$ cat config.mk
export PLATFORM = sky130hd
export DESIGN_NAME = pe_sequencer
export DESIGN_NICKNAME = d
export VERILOG_FILES = /design/src/rtl/pe_sequencer.sv
export SDC_FILE = /design/constraint.sdc
export NUM_CORES = 1
export LEC_CHECK = 0
export BUFFER_PORTS_ARGS = -buffer_cell sky130_fd_sc_hd__buf_2
export CAP_MARGIN = 20
export CELL_PAD_IN_SITES_DETAIL_PLACEMENT = 0
export CELL_PAD_IN_SITES_GLOBAL_PLACEMENT = 1
export CORE_UTILIZATION = 45
export CTS_CLUSTER_DIAMETER = 50
export DETAILED_ROUTE_END_ITERATION = 10
export GPL_TIMING_DRIVEN = 0
export PLACE_DENSITY_LB_ADDON = 0.1
export RECOVER_POWER = 100
export SLEW_MARGIN = 20
export SYNTH_ARGS = -nofsm -noshare
export SYNTH_HDL_FRONTEND = slang
export SYNTH_SLANG_ARGS = --single-unit
$ cat constraint.sdc
create_clock -name clk -period 4.9 [get_ports clk]
set_clock_uncertainty 0.15 [all_clocks]
set_input_delay 0.245 -clock clk [delete_from_list [all_inputs] [get_ports clk]]
set_output_delay 0.245 -clock clk [all_outputs]
set_load 0.1 [all_outputs]
$ cat src/rtl/pe_sequencer.sv
// pe_sequencer: control FSM for the convolution PE datapath.
// Runs one job per accepted start: num_filters filter passes per row,
// num_rows rows, then waits DRAIN_CYCLES for the MAC pipeline and pulses done.
//
// Ports:
//   clk, rstn                     clock, asynchronous active-low reset
//   start                         job start pulse (accepted only when idle)
//   num_rows, num_filters         job dimensions, latched on accepted start
//   av_data, av_filter            IFMap window / filter data available
//   end_of_filter, end_of_row     last tap of filter / early row termination
//   ld_stride, ld_filterSize      configuration load strobes
//   put_data, put_filter          read advance (combinational in RUN)
//   clear_sum, store_buffer       accumulator clear / psum commit
//   next_filter, next_row         filter / row advance
//   busy, done                    job in progress / one-cycle completion pulse
//   stall_cycles                  RUN cycles without a put (PE_SEQ_PERF_EN only)
//
// Optional feature macro: PE_SEQ_PERF_EN adds the saturating stall counter.
module pe_sequencer #(
  parameter int unsigned CNT_WIDTH    = 8,
  parameter int unsigned DRAIN_CYCLES = 3,
  parameter int unsigned PERF_WIDTH   = 16
) (
  input  logic                 clk,
  input  logic                 rstn,
  input  logic                 start,
  input  logic [CNT_WIDTH-1:0] num_rows,
  input  logic [CNT_WIDTH-1:0] num_filters,
  input  logic                 av_data,
  input  logic                 av_filter,
  input  logic                 end_of_filter,
  input  logic                 end_of_row,
  output logic                 ld_stride,
  output logic                 ld_filterSize,
  output logic                 put_data,
  output logic                 put_filter,
  output logic                 clear_sum,
  output logic                 store_buffer,
  output logic                 next_filter,
  output logic                 next_row,
  output logic                 busy,
`ifdef PE_SEQ_PERF_EN
  output logic [PERF_WIDTH-1:0] stall_cycles,
`endif
  output logic                 done
);

  localparam int unsigned DRAIN_W = (DRAIN_CYCLES > 1) ? $clog2(DRAIN_CYCLES) : 1;

  // Reject nonsensical configurations at elaboration.
  if (DRAIN_CYCLES < 1 || PERF_WIDTH < 1 || CNT_WIDTH < 1) begin : g_param_check
    $error("pe_sequencer: DRAIN_CYCLES, PERF_WIDTH and CNT_WIDTH must be >= 1");
  end

  typedef enum logic [2:0] {
    S_IDLE,
    S_CFG,
    S_RUN,
    S_FEND,
    S_REND,
    S_DRAIN,
    S_DONE
  } state_t;

  state_t               state_q, state_d;
  logic [CNT_WIDTH-1:0] rows_q, rows_d;
  logic [CNT_WIDTH-1:0] filts_q, filts_d;
  logic [CNT_WIDTH-1:0] filt_cnt_q, filt_cnt_d;
  logic [CNT_WIDTH-1:0] row_cnt_q, row_cnt_d;
  logic [DRAIN_W-1:0]   drain_q, drain_d;
  logic                 fire_c;

  assign fire_c = av_data & av_filter;

  // State and job registers.
  always_ff @(posedge clk or negedge rstn) begin
    if (!rstn) begin
      state_q    <= S_IDLE;
      rows_q     <= '0;
      filts_q    <= '0;
      filt_cnt_q <= '0;
      row_cnt_q  <= '0;
      drain_q    <= '0;
    end else begin
      state_q    <= state_d;
      rows_q     <= rows_d;
      filts_q    <= filts_d;
      filt_cnt_q <= filt_cnt_d;
      row_cnt_q  <= row_cnt_d;
      drain_q    <= drain_d;
    end
  end

  // Next state, counter updates and strobe decode.
  always_comb begin
    state_d       = state_q;
    rows_d        = rows_q;
    filts_d       = filts_q;
    filt_cnt_d    = filt_cnt_q;
    row_cnt_d     = row_cnt_q;
    drain_d       = drain_q;
    ld_stride     = 1'b0;
    ld_filterSize = 1'b0;
    put_data      = 1'b0;
    put_filter    = 1'b0;
    clear_sum     = 1'b0;
    store_buffer  = 1'b0;
    next_filter   = 1'b0;
    next_row      = 1'b0;
    done          = 1'b0;
    busy          = (state_q != S_IDLE);

    case (state_q)
      S_IDLE: begin
        if (start) begin
          rows_d     = num_rows;
          filts_d    = num_filters;
          filt_cnt_d = '0;
          row_cnt_d  = '0;
          // An empty job skips straight to completion.
          if (num_rows == '0 || num_filters == '0) state_d = S_DONE;
          else                                     state_d = S_CFG;
        end
      end
      S_CFG: begin
        ld_stride     = 1'b1;
        ld_filterSize = 1'b1;
        clear_sum     = 1'b1;
        state_d       = S_RUN;
      end
      S_RUN: begin
        put_data   = fire_c;
        put_filter = fire_c;
        // end_of_filter takes priority over an early row end.
        if (fire_c && end_of_filter)   state_d = S_FEND;
        else if (fire_c && end_of_row) state_d = S_REND;
      end
      S_FEND: begin
        store_buffer = 1'b1;
        next_filter  = 1'b1;
        clear_sum    = 1'b1;
        filt_cnt_d   = filt_cnt_q + CNT_WIDTH'(1);
        if (filt_cnt_d == filts_q) state_d = S_REND;
        else                       state_d = S_RUN;
      end
      S_REND: begin
        next_row   = 1'b1;
        filt_cnt_d = '0;
        row_cnt_d  = row_cnt_q + CNT_WIDTH'(1);
        if (row_cnt_d == rows_q) begin
          state_d = S_DRAIN;
          drain_d = DRAIN_W'(DRAIN_CYCLES - 1);
        end else begin
          state_d = S_RUN;
        end
      end
      S_DRAIN: begin
        if (drain_q == '0) state_d = S_DONE;
        else               drain_d = drain_q - DRAIN_W'(1);
      end
      S_DONE: begin
        done    = 1'b1;
        state_d = S_IDLE;
      end
      default: state_d = S_IDLE;
    endcase
  end

`ifdef PE_SEQ_PERF_EN
  // Saturating count of RUN cycles that could not fire.
  always_ff @(posedge clk or negedge rstn) begin
    if (!rstn) begin
      stall_cycles <= '0;
    end else if (state_q == S_IDLE && start) begin
      stall_cycles <= '0;
    end else if (state_q == S_RUN && !fire_c && stall_cycles != '1) begin
      stall_cycles <= stall_cycles + PERF_WIDTH'(1);
    end
  end
`endif

endmodule

## Word level (Yosys, flattened, before mapping)

Cells that the tools add are included.

| word-level totals | value |
|---|---|
| flip-flop bits (word level) | 37 |
| input port bits | 23 |
| output and inout bits | 10 |
| word-level logic and storage cells | 60 |

| cells by class | value |
|---|---|
| $add $sub $neg | 3 |
| equality and inequality tests | 13 |
| multiplexer cells | 20 |
| bitwise gates (word level) | 1 |
| reduce and logical (&&, ||, !) cells | 17 |

Operator list:

| operator | count |
|---|---|
| 8-bit one-hot mux with 3 select lines | 1 |
| 3-bit 2-to-1 mux | 7 |
| 3-bit one-hot mux with 6 select lines | 1 |
| 8-bit by 1-bit adder with 8-bit output, second input constant | 2 |
| 8-bit equality test | 2 |
| 8-bit logical NOT | 2 |
| 8-bit one-hot mux with 2 select lines | 1 |
| 3-bit equality test, second input constant | 3 |
| 8-bit 2-to-1 mux | 1 |
| 2-bit inequality test, second input constant | 4 |
| 3-bit by 2-bit equality test with 1-bit output, second input constant | 2 |
| 1-bit 2-to-1 mux | 6 |
| 2-bit AND reduction | 3 |
| 3-bit AND reduction | 2 |
| 3-bit nonzero test | 2 |
| 2-bit 2-to-1 mux | 2 |
| 2-bit one-hot mux with 2 select lines | 1 |
| 2-bit nonzero test | 2 |
| 3-bit by 1-bit equality test with 1-bit output, second input constant | 1 |
| 3-bit logical NOT | 1 |
| 3-bit inequality test, second input constant | 1 |
| 1-bit logical AND | 2 |
| 2-bit logical NOT | 1 |
| 2-bit OR reduction | 1 |
| 3 further kinds | 3 |

## Logic depth before layout (Yosys ltp)

| logic depth | value |
|---|---|
| word-level depth | 5 |
| mapped depth | 8 |
| mapped depth without buffers | 7 |

## Worst setup path before layout

Ideal clock, no wire load.

| timing | value |
|---|---|
| path type | register to output |
| start point | register state_q[0] |
| end point | output port store_buffer |
| arrival time | 3.408 ns |
| required time | 4.505 ns |
| setup slack | 1.097 ns |
| stages on the path, launching flop included | 7 |
| buffers on the path | 3 |
| cells stage by stage | dfrtp_1 buf_2 nor2b_1 nand2_1 clkbuf_1 inv_1 buf_4 |

| between the ends | value |
|---|---|
| cells in the longest elaborated chain, start to end | 2 |

RTL lines:

| element | line | text |
|---|---|---|
| start: declaration | 65 | `state_t state_q, state_d;` |
| start signal: assignment | 85 | `state_q <= state_d;` |
| 3-bit by 2-bit equality test with 1-bit output | n/a |  |
| 1-bit 2-to-1 mux | n/a |  |
| end: declaration | 38 | `output logic store_buffer,` |

Every way passes these cells.

## Worst setup path after layout

| timing | value |
|---|---|
| start point | register state_q[0] |
| end point | output port store_buffer |

| between the ends | value |
|---|---|
| cells in the longest elaborated chain, start to end | 2 |

RTL lines:

| element | line | text |
|---|---|---|
| 3-bit by 2-bit equality test with 1-bit output | 113 | `case (state_q)` |
| 1-bit 2-to-1 mux | 113 |  |

Every way passes these cells.

==> results.toml <==
[place]
io_buffer_count = 32
dpl_worst_slack_ps = 2450
post-dp-hpwl_um = 3460
routabilityCongestion = 0.779

[power]
p_switching_uw = 620
peakVddDrop_mv = 0.260
powerDensity_mw_per_mm2 = 543
combinationalPowerShare_pct = 49.1
p_sw_share_pct = 45.2
pwr-share-seq_pct = 35.6
internal_power_uw = 752
power_leakage_uw = 0.00110
p_clk_share_pct = 15.3

[min_path]
hold_start = "num_rows[6]"
hold_path.class = "in -> reg"
worstHoldEndpoint = "rows_q[6]"
worstHoldPathCells = 2

[grt]
grtUsageTotal_pct = 19.4
grt_pass1_vias = 1592
grt-ovfl-total = 0
grt_max_degree = 38
antenna_found_initial = 0
grt_first_pass_wirelength_um = 7720

[sta]
hold_viol_final = 0
tightestPinTransition_ps = 2010
fin_ws_ps = 1820
setup_violations = 0
rsz0062_at_grt = "false"
maxSlewViolCount = 38
post-route-period-util_pct = 62.9
min_period_ps = 3080
max_freq_ghz = 0.325
slew_headroom_pct = -33.7
tns_ps = 0

[synth]
syn_nets = 266
synth_cells = 240
synth_edf_count = 0
synth_top_area_cell = "dfrtp_1"
async_reset_ff_share_pct = 100
syn_area_mm2 = 0.00221
yosysSeqAreaShare_pct = 41.9
synth_cell_types = 42
synth-seq-cells = 37
ys.flop_type = "dfrtp_1"
syn_avg_cell_area_um2 = 9.21
synth_area_leaders = "dfrtp_1 (42%), mux2_2 (8.2%), o21ai_0 (5.4%)"
synth_top_area_share_pct = 41.9
ys_warn_count = 0

[drt]
drtIter0Drc = 95
ant_nets = 0
vias = 1782
routed_wl_um = 4640
dr.pass1.iters = 4
drcViolationCount = 0
wl_per_cell_um = 13.3
vias_per_cell = 5.12

[cts]
cts-htree-levels = 2
cts_buffers = 5
cts_root_buffer = "clkbuf_8"
cts_sinks = 37
cts_tree = "built"
clock_latency_ps = 290
clk_pin_slew_ps = 80
ctsLongestPathBuffers = 2

[floorplanning]
placementRows = 25
dieArea_mm2 = 0.00519
ios = 33
coreArea_mm2 = 0.00472
initial_core_util_pct = 46.8
die_x_um = 72.1
die_h_um = 72.1

[worst_setup_path]
r2r_cells = 7
r2r-start = "row_cnt_q[0]"
arrival_ps = 2690
worstSetupStartpointType = "flop"
worstPathRequired_ps = 4510
cp_max_fo = 10
path_class = "reg -> out"
ff2ff_setup_slack_ps = 2370
timing.rr.end = "drain_q[0]"
cp-end-kind = "primary output"

[finish]
final_cell_mix = "dfrtp_1 (37), buf_2 (25), nand2_1 (25), o21ai_0 (25), nor2_1 (22)"
n_fill_cell = 448
nets = 306
layout_commonest_cell = "dfrtp_1"
layout-drive-gt1-share_pct = 19.9
diodes = 0
area_growth_pct = 14.4

[status]
status = "complete, but fails checks"
violations = "capacitance limit, slew limit"

[flow_run]
cap_violations = 1
## registers in the layout (all words and copies together), names as in the netlist
name / flops
drain_q: 2
filts_q: 8
row_cnt_q: 8
state_q: 3
filt_cnt_q: 8
rows_q: 8
## metal layers
| metal | vias to the layer above | track usage (%) | wire length [um] |
|---|---|---|---|
| met2 | 31 | 27.2 | 1900 |
| met4 | 0 | 5.88 | 45 |
| met5 | - | 0 | 0 |
| met1 | 829 | 29.6 | 2550 |
| li1 | 918 | - | - |
| met3 | 4 | 4.31 | 142 |
## power groups by stage
stage	Sequential, uW	Combinational [uW]	Clock [uW]
global route	504	738	225
global placement	494	679	0
detailed placement	498	684	0
finish	489	674	210
CTS	491	687	218
floorplan	471	576	0
## cells in the mapped netlist (all sizes together) (2+ instances only)
| cell type | instances |
|---|---|
| a21oi | 5 |
| a22o | 2 |
| a22oi | 3 |
| a31oi | 3 |
| and2 | 2 |
| and3 | 4 |
| buf | 9 |
| clkbuf | 5 |
| dfrtp | 37 |
| ha | 3 |
| inv | 8 |
| mux2 | 16 |
| nand2 | 25 |
| nand3 | 10 |
| nor2 | 22 |
| nor2b | 3 |
| nor3 | 12 |
| nor4 | 5 |
| o211ai | 2 |
| o21ai | 25 |
| or4 | 2 |
| xnor2 | 13 |
| xor2 | 12 |
## per-stage QoR
stage,util (%),instances,cell area (um^2),hold slack [ps],total power (uW)
after floorplan,-,240,2210,-201,1050
after global placement,51.9,339,2450,252,1170
after detailed placement,51.9,339,2450,260,1180
after CTS,53.9,348,2550,45.2,1400
after global routing,53.5,348,2530,53.8,1470
final,53.5,348,2530,53.8,1370
## worst max path at each step
stage / startpoint / endpoint / depth (start not counted)
2_1_floorplan: state_q[0] / store_buffer / 6
3_3_place_gp: row_cnt_q[0] / drain_q[0] / 7
3_5_place_dp: row_cnt_q[0] / drain_q[0] / 7
4_1_cts: state_q[0] / store_buffer / 7
5_1_grt: state_q[0] / store_buffer / 7
6_report: state_q[0] / store_buffer / 7
## worst max-delay path: stages (launching register included)
cell and delay [ps]:
dfrtp_1 320, buf_2 170, nor2b_1 240, nand2_1 90
clkbuf_1 250, inv_1 310, buf_4 160, clkbuf_1 850
## layout make-up
type / count / area [um^2] / area share (%)
Clock buffer: 6 / 72.6 / 2.87
Sequential cell: 37 / 926 / 36.6
Inverter: 8 / 30.0 / 1.19
Timing Repair Buffer: 33 / 156 / 6.19
Buffer: 14 / 72.6 / 2.87
Multi-Input combinational cell: 181 / 1180 / 46.5
Clock inverter: 2 / 10.0 / 0.396
Tap cell: 67 / 83.8 / 3.32
## logic make-up (layout without fill, tap and decap cells)
| family | Yosys count | in the layout | share of synthesized area (%) |
|---|---|---|---|
| flip-flops | 37 | 37 | 41.9 |
| AND/OR/NAND/NOR | 88 | 88 | 19.5 |
| AO/OA/AOI/OAI | 48 | 48 | 13.6 |
| adder cells (fa/ha/maj) | 3 | 3 | 1.70 |
| buffers and inverters | 22 | 63 | 4.70 |
| XOR/XNOR | 25 | 25 | 9.91 |
| multiplexers | 17 | 17 | 8.61 |
## timing repair
item,CTS,global route
hold buffers,1,0
buffers inserted,0,0
resized for setup,0,0
hold endpoints to repair,37,0
Note: power is estimated with default switching activity, not from simulation.
